==> src/rtl/fifo_arb_pkg.sv <==
`default_nettype none
// ============================================================================
// Module      : fifo_arb_pkg
// Description : Shared types and constants for the FIFO write-side packet
//               arbiter: FSM state encoding and channel-header field layout.
// Revision    : 1.0 - initial release
// ============================================================================
package fifo_arb_pkg;

    // Arbiter FSM states
    typedef enum logic [1:0] {
        ST_IDLE = 2'd0,
        ST_HDR  = 2'd1,
        ST_DATA = 2'd2
    } arb_state_t;

    // Channel header layout: [7:4] tag, [3:0] requester index, rest zero
    localparam int c_HDR_TAG_LSB = 4;
    localparam int c_HDR_TAG_W   = 4;
    localparam int c_HDR_IDX_LSB = 0;
    localparam int c_HDR_IDX_W   = 4;

endpackage : fifo_arb_pkg
`default_nettype wire

==> src/rtl/fifo_wr_arbiter_rr_arbiter.sv <==
`default_nettype none
// ============================================================================
// Module      : rr_arbiter
// Description : Combinational round-robin picker. Searches upward from
//               last_grant+1 (wrapping modulo NREQ) for the first set request.
// Ports       : req        - request vector
//               last_grant - index of the previously served requester
//               grant      - one-hot pick (zero when no request)
//               grant_idx  - binary index of the pick
//               any_req    - at least one request is set
// Revision    : 1.0 - initial release
// ============================================================================
module rr_arbiter #(
    parameter int NREQ = 4,
    parameter int IW   = $clog2(NREQ)
) (
    input  logic [NREQ-1:0] req,
    input  logic [IW-1:0]   last_grant,
    output logic [NREQ-1:0] grant,
    output logic [IW-1:0]   grant_idx,
    output logic            any_req
);

    int          w_sum;
    logic [IW-1:0] w_idx;

    // Offsets 1..NREQ from last_grant cover every requester exactly once,
    // with last_grant itself checked last.
    always_comb begin
        grant     = '0;
        grant_idx = '0;
        any_req   = 1'b0;
        w_sum     = 0;
        w_idx     = '0;
        for (int i = 1; i <= NREQ; i++) begin
            w_sum = int'(last_grant) + i;
            if (w_sum >= NREQ) begin
                w_sum = w_sum - NREQ;
            end
            w_idx = IW'(w_sum);
            if (!any_req && req[w_idx]) begin
                any_req       = 1'b1;
                grant[w_idx]  = 1'b1;
                grant_idx     = w_idx;
            end
        end
    end

endmodule : rr_arbiter
`default_nettype wire

==> src/rtl/fifo_wr_arbiter.sv <==
`default_nettype none
// ============================================================================
// Module      : fifo_wr_arbiter
// Description : Shares the FIFO write port among NREQ write-domain requesters.
//               Grants whole packets round-robin, prefixes each packet with a
//               one-word channel header and throttles on full / almost-full.
// Ports       : wclk, wrst_n      - write clock, async active-low reset
//               req_valid_i/data/last, req_ready_o - per-requester handshake
//               grant_o           - one-hot port owner (zero when idle)
//               fifo_wr_en_o/data - FIFO write port
//               fifo_full_i, fifo_awfull_i - FIFO flow-control flags
//               busy_o            - FSM not idle
//               pkt_cnt_o         - completed packet count (wraps)
// Revision    : 1.0 - initial release
// ============================================================================
module fifo_wr_arbiter
    import fifo_arb_pkg::*;
#(
    parameter int         NREQ    = 4,
    parameter int         DSIZE   = 8,
    parameter logic [3:0] HDR_TAG = 4'hA
) (
    input  logic                  wclk,
    input  logic                  wrst_n,
    input  logic [NREQ-1:0]       req_valid_i,
    input  logic [NREQ*DSIZE-1:0] req_data_i,
    input  logic [NREQ-1:0]       req_last_i,
    output logic [NREQ-1:0]       req_ready_o,
    output logic [NREQ-1:0]       grant_o,
    output logic                  fifo_wr_en_o,
    output logic [DSIZE-1:0]      fifo_wr_data_o,
    input  logic                  fifo_full_i,
    input  logic                  fifo_awfull_i,
    output logic                  busy_o,
    output logic [15:0]           pkt_cnt_o
);

    localparam int IW = $clog2(NREQ);

    arb_state_t      r_state;
    logic [NREQ-1:0] r_grant;
    logic [IW-1:0]   r_grant_idx;
    logic [IW-1:0]   r_last_grant;
    logic [15:0]     r_pkt_cnt;
    logic            r_busy;

    logic [NREQ-1:0]  w_arb_grant;
    logic [IW-1:0]    w_arb_idx;
    logic             w_arb_any;
    logic             w_gvalid;
    logic             w_glast;
    logic [DSIZE-1:0] w_gdata;
    logic [DSIZE-1:0] w_hdr;
    logic             w_hdr_wr;
    logic             w_beat_wr;

    rr_arbiter #(
        .NREQ (NREQ),
        .IW   (IW)
    ) u_rr_arbiter (
        .req        (req_valid_i),
        .last_grant (r_last_grant),
        .grant      (w_arb_grant),
        .grant_idx  (w_arb_idx),
        .any_req    (w_arb_any)
    );

    // Granted requester's lane; r_grant is one-hot or zero.
    assign w_gvalid = |(req_valid_i & r_grant);
    assign w_glast  = |(req_last_i  & r_grant);

    always_comb begin
        w_gdata = '0;
        for (int k = 0; k < NREQ; k++) begin
            if (r_grant[k]) begin
                w_gdata = req_data_i[k*DSIZE +: DSIZE];
            end
        end
    end

    always_comb begin
        w_hdr = '0;
        w_hdr[c_HDR_TAG_LSB +: c_HDR_TAG_W] = HDR_TAG;
        w_hdr[c_HDR_IDX_LSB +: c_HDR_IDX_W] = 4'(r_grant_idx);
    end

    // Header needs room for itself plus one beat, hence the almost-full gate.
    assign w_hdr_wr  = (r_state == ST_HDR) && !fifo_full_i && !fifo_awfull_i;
    assign w_beat_wr = (r_state == ST_DATA) && w_gvalid && !fifo_full_i;

    assign req_ready_o    = ((r_state == ST_DATA) && !fifo_full_i) ? r_grant : '0;
    assign fifo_wr_en_o   = w_hdr_wr | w_beat_wr;
    assign fifo_wr_data_o = w_hdr_wr  ? w_hdr   :
                            w_beat_wr ? w_gdata : '0;

    assign grant_o   = r_grant;
    assign busy_o    = r_busy;
    assign pkt_cnt_o = r_pkt_cnt;

    always_ff @(posedge wclk or negedge wrst_n) begin
        if (!wrst_n) begin
            r_state      <= ST_IDLE;
            r_grant      <= '0;
            r_grant_idx  <= '0;
            r_last_grant <= IW'(NREQ - 1);
            r_pkt_cnt    <= '0;
            r_busy       <= 1'b0;
        end else begin
            case (r_state)
                ST_IDLE: begin
                    if (w_arb_any) begin
                        r_grant     <= w_arb_grant;
                        r_grant_idx <= w_arb_idx;
                        r_busy      <= 1'b1;
                        r_state     <= ST_HDR;
                    end
                end
                ST_HDR: begin
                    if (w_hdr_wr) begin
                        r_state <= ST_DATA;
                    end
                end
                ST_DATA: begin
                    if (w_beat_wr && w_glast) begin
                        r_last_grant <= r_grant_idx;
                        r_pkt_cnt    <= r_pkt_cnt + 16'd1;
                        r_grant      <= '0;
                        r_busy       <= 1'b0;
                        r_state      <= ST_IDLE;
                    end
                end
                default: begin
                    r_grant <= '0;
                    r_busy  <= 1'b0;
                    r_state <= ST_IDLE;
                end
            endcase
        end
    end

endmodule : fifo_wr_arbiter
`default_nettype wire
==> config.mk <==
export PLATFORM = sky130hd
export DESIGN_NAME = fifo_wr_arbiter
export DESIGN_NICKNAME = d
export VERILOG_FILES = /design/src/rtl/fifo_arb_pkg.sv /design/src/rtl/fifo_wr_arbiter_rr_arbiter.sv /design/src/rtl/fifo_wr_arbiter.sv
export SDC_FILE = /design/constraint.sdc
export NUM_CORES = 1
export LEC_CHECK = 0
export CAP_MARGIN = 15
export CORE_AREA = 2 2 84 62
export CTS_BUF_LIST = sky130_fd_sc_hd__clkbuf_4 sky130_fd_sc_hd__clkbuf_8
export CTS_CLUSTER_DIAMETER = 60
export DETAILED_ROUTE_END_ITERATION = 6
export DIE_AREA = 0 0 86 64
export GPL_TIMING_DRIVEN = 0
export PLACE_DENSITY = 0.8
export REMOVE_ABC_BUFFERS = 1
export SKIP_LAST_GASP = 1
export SLEW_MARGIN = 0
export SYNTH_ARGS = -nofsm -noshare
export SYNTH_HDL_FRONTEND = slang
export SYNTH_SLANG_ARGS = --single-unit
==> constraint.sdc <==
create_clock -name wclk -period 3.2 [get_ports wclk]
set_input_delay 0.32 -clock wclk [delete_from_list [all_inputs] [get_ports wclk]]
set_output_delay 0.32 -clock wclk [all_outputs]
set_load 0.01 [all_outputs]
==> impl_metrics.csv <==
group,metric,value,unit
global_routing,globalRouteOverflowTotal,0,
setup_path,crit_path_end_kind,"output port",
setup_path,worst_ep_required_time,2.88,ns
final_layout,nets,357,
sta,max_freq,341,MHz
synthesis,syn_inst,237,
die,placement_rows,21,
pwr,power_per_cell_area,567,nW/um^2
sta,clock-skew-final,0.00592,ns
synthesis,synth_async_sr_flop_share,1.00,
min_path,timing.hold.worst.class,"input pin to async pin",
synthesis,yosys.area.top_type,"sky130_fd_sc_hd__dfrtp_1",
setup_path,timing.critical_path.arrival,2.62,ns
pwr,switching_power,0.000701,W
clocking,cts_hold_fix_bufs,0,
routing,via_count,2069,
pwr,p_int,0.000954,W
pwr,total_power,0.00166,W
routing,drc_errors,0,
final_layout,antenna_cells_inserted,0,
routing,antenna_left,0,
sta,period_share,0.917,
pwr,comb_power_share,0.531,
synthesis,synth_area_per_cell,8.76,sq um
flow_run,max_cap_viol_count,0,
setup_path,critical_path_peak_fanout,15,
final_layout,final_core_utilization,0.627,
synthesis,synth-edff-count,0,
sta,final_max_slew_viol_count,0,
placed_design,gp_routability_congestion,0.826,
clocking,clk_transition_reported_paths,0.08,ns
synthesis,synth_seq_cells,27,
routing,postRouteWirelength,5740,um
sta,worst_hold_slack,0.341,ns
setup_path,critical_path.startpoint_type,"input pin",
synthesis,dominantRegCellSynth,"sky130_fd_sc_hd__dfrtp_1",
pwr,max-vdd-ir-drop,0.307,mV
die,die_outline_area,5500,sq um
synthesis,post_synthesis_instance_area,2080,sq um
synthesis,synth_top_area_cells,"sky130_fd_sc_hd__dfrtp_1, sky130_fd_sc_hd__xnor2_1, sky130_fd_sc_hd__ha_1",
run_status,result_of_the_run,"completed",
global_routing,busiest_layer_in_global_routing,"met2",
sta,hold_violations,0,
clocking,htreeDepth,1,
die,die-height,64,um
sta,layout_min_cycle_time,2.94,ns
clocking,tritoncts,"built",
clocking,cts.root.buffer_cell,"sky130_fd_sc_hd__clkbuf_8",
pwr,power.share.clock,0.118,
routing,drt_pre_antenna_iters,4,
clocking,cts.repair_timing.setup_buffer_count,0,
global_routing,fraction_of_met1_tracks_used_by_global_routing,0.308,
global_routing,grt_util_met3,0.0478,
sta,setup-tns-final,0,ns
routing,route.detailed.wl_per_inst,15.9,um
placed_design,dp_wirelength,4210,um
routing,drt-initial-drc-count,80,
synthesis,synth.top_cell.area_share,0.301,
setup_path,timing_worst_setup_path_type,"input pin to output port",
synthesis,synth_sequential_area_ratio,0.327,
clocking,clock_sinks,27,
sta,rsz0062_at_grt,"no",
clocking,numCtsBuffers,3,
die,die_x,86,um
pwr,power_switching_share,0.423,
routing,avgViaCountPerCell,5.75,
die,design.core.area,4650,sq um
final_layout,area_growth,40.5,%
die,floorplan.io_pins,78,
pwr,cell_leakage_power,1.15,nW
clocking,clkLatencyLatePin,0.27,ns
die,initial_utilization,0.447,
global_routing,first_global_vias,1869,
global_routing,grt_use_total,0.209,
placed_design,place.port_buffers,77,
sta,worstMarginPinSlew,0.732,ns
global_routing,antenna_found_initial,0,
synthesis,synth.lib_cells_used.distinct,50,
global_routing,grt_first_pass_wirelength,9230,um
sta,worst_slew_margin_rel,0.512,
clocking,ctsLongestPathBuffers,2,
global_routing,grt_start_max_net_pins,28,
synthesis,synthesis.yosys.warnings,0,
global_routing,global_route.usage.met2,0.312,
sta,setup_violations,0,
final_layout,drive_above_1_share,0.0561,
pwr,sequentialPowerShare,0.351,
cells in the mapped netlist, types with 2 or more instances:
library cell and number:
sky130_fd_sc_hd__nand2b_1 2, sky130_fd_sc_hd__mux4_2 2, sky130_fd_sc_hd__nand4_1 4, sky130_fd_sc_hd__a31oi_1 2
sky130_fd_sc_hd__and2_1 4, sky130_fd_sc_hd__nor2_1 10, sky130_fd_sc_hd__o22ai_1 2, sky130_fd_sc_hd__o21ai_1 2
sky130_fd_sc_hd__a22o_1 3, sky130_fd_sc_hd__a21oi_1 15, sky130_fd_sc_hd__buf_6 2, sky130_fd_sc_hd__mux2i_1 5
sky130_fd_sc_hd__a221oi_1 11, sky130_fd_sc_hd__nand3_1 9, sky130_fd_sc_hd__xnor2_1 13, sky130_fd_sc_hd__and3_1 2
sky130_fd_sc_hd__or3_1 2, sky130_fd_sc_hd__a221o_1 4, sky130_fd_sc_hd__buf_2 6, sky130_fd_sc_hd__inv_1 3
sky130_fd_sc_hd__nor2b_1 15, sky130_fd_sc_hd__dfstp_2 2, sky130_fd_sc_hd__dfrtp_1 25, sky130_fd_sc_hd__ha_1 9
sky130_fd_sc_hd__o21ai_0 14, sky130_fd_sc_hd__a211oi_1 2, sky130_fd_sc_hd__nor3_1 17, sky130_fd_sc_hd__nor4_1 2
sky130_fd_sc_hd__xor2_1 2, sky130_fd_sc_hd__o21bai_1 2, sky130_fd_sc_hd__clkbuf_1 6, sky130_fd_sc_hd__nand2_1 20
per-stage QoR:
stage,instance area [sq um],cells,worst slack (ns)
after floorplan,1990,221,0.777
after global placement,2840,355,-0.275
after detailed placement,2840,355,-0.411
after CTS,2890,359,0.182
after global routing,2920,360,0.0837
final,2920,360,0.265
routing by layer:
layer / up-vias / share of wire
met5: - / 0
met4: 0 / 0.0070
met3: 7 / 0.069
met2: 65 / 0.44
met1: 992 / 0.48
li1: 1005 / -
state kept, by name, summed over array words and instances (netlist names):
name	cells
r_grant_idx	2
pkt_cnt_o	16
busy_o	1
r_state	2
grant_o	4
r_last_grant	2
timing repair:
| action | CTS | global route |
|---|---|---|
| gates resized for setup | 1 | 1 |
| pin swaps | 0 | 0 |
| endpoints found under the setup margin | 9 | 2 |
power groups by stage:
| stage | sequential [W] | combinational (W) | clock, W |
|---|---|---|---|
| 4_1_cts | 0.000579 | 0.000873 | 0.000201 |
| 6_report | 0.000582 | 0.000879 | 0.000195 |
| 3_3_place_gp | 0.000582 | 0.000844 | 0 |
| 3_5_place_dp | 0.000586 | 0.000870 | 0 |
| 5_1_grt | 0.000602 | 0.000979 | 0.000216 |
| 2_1_floorplan | 0.000545 | 0.000577 | 0 |
kinds of logic after synthesis:
kind of cell | Yosys count | synth area share
compound gates | 62 | 0.202
buf+inv | 20 | 0.0476
flops | 27 | 0.327
fa+ha+maj | 9 | 0.0542
mux | 8 | 0.0512
simple gates | 96 | 0.255
xor+xnor | 15 | 0.0633
worst max-delay path, stage by stage:
cell and delay [ns]:
sky130_fd_sc_hd__clkdlybuf4s50_1 0.67, sky130_fd_sc_hd__a22o_1 0.32, sky130_fd_sc_hd__o21ai_2 0.55, sky130_fd_sc_hd__o21ai_0 0.22
sky130_fd_sc_hd__clkdlybuf4s50_1 0.52
worst paths after layout:
kind	startpoint	end	slack, ns	depth (start not counted)
max in group asynchronous	wrst_n	r_last_grant[1]$_DFFE_PN1P_	2.35	2
worst min-delay path	wrst_n	pkt_cnt_o[9]$_DFFE_PN0P_	0.34	1
worst max register to register	r_last_grant[0]$_DFFE_PN1P_	grant_o[0]$_DFFE_PN0P_	0.30	7
worst max-delay path	req_valid_i[2]	fifo_wr_data_o[7]	0.26	5
worst min register to register	pkt_cnt_o[15]$_DFFE_PN0P_	pkt_cnt_o[15]$_DFFE_PN0P_	0.50	1
min in group wclk	pkt_cnt_o[15]$_DFFE_PN0P_	pkt_cnt_o[15]$_DFFE_PN0P_	0.50	1
placed cells by master (no fill, tap or decap), types with 9 or more instances in the layout:
cell type	count
sky130_fd_sc_hd__clkdlybuf4s50_1	77
sky130_fd_sc_hd__dfrtp_1	25
sky130_fd_sc_hd__nand2_1	20
sky130_fd_sc_hd__nor3_1	17
sky130_fd_sc_hd__a21oi_1	15
sky130_fd_sc_hd__o21ai_0	14
sky130_fd_sc_hd__nor2b_1	14
sky130_fd_sc_hd__xnor2_1	13
sky130_fd_sc_hd__a221oi_1	11
sky130_fd_sc_hd__nor2_1	10
sky130_fd_sc_hd__nand3_1	9
sky130_fd_sc_hd__ha_1	9
layout make-up:
| cell class | count | area, sq um |
|---|---|---|
| Sequential cell | 27 | 678 |
| Fill cell | 411 | 1730 |
| Multi-Input combinational cell | 190 | 1310 |
| Inverter | 4 | 15.0 |
| Timing Repair Buffer | 78 | 798 |
| Tap cell | 57 | 71.3 |
| Clock buffer | 4 | 48.8 |
(Power assumes the default switching activity.)
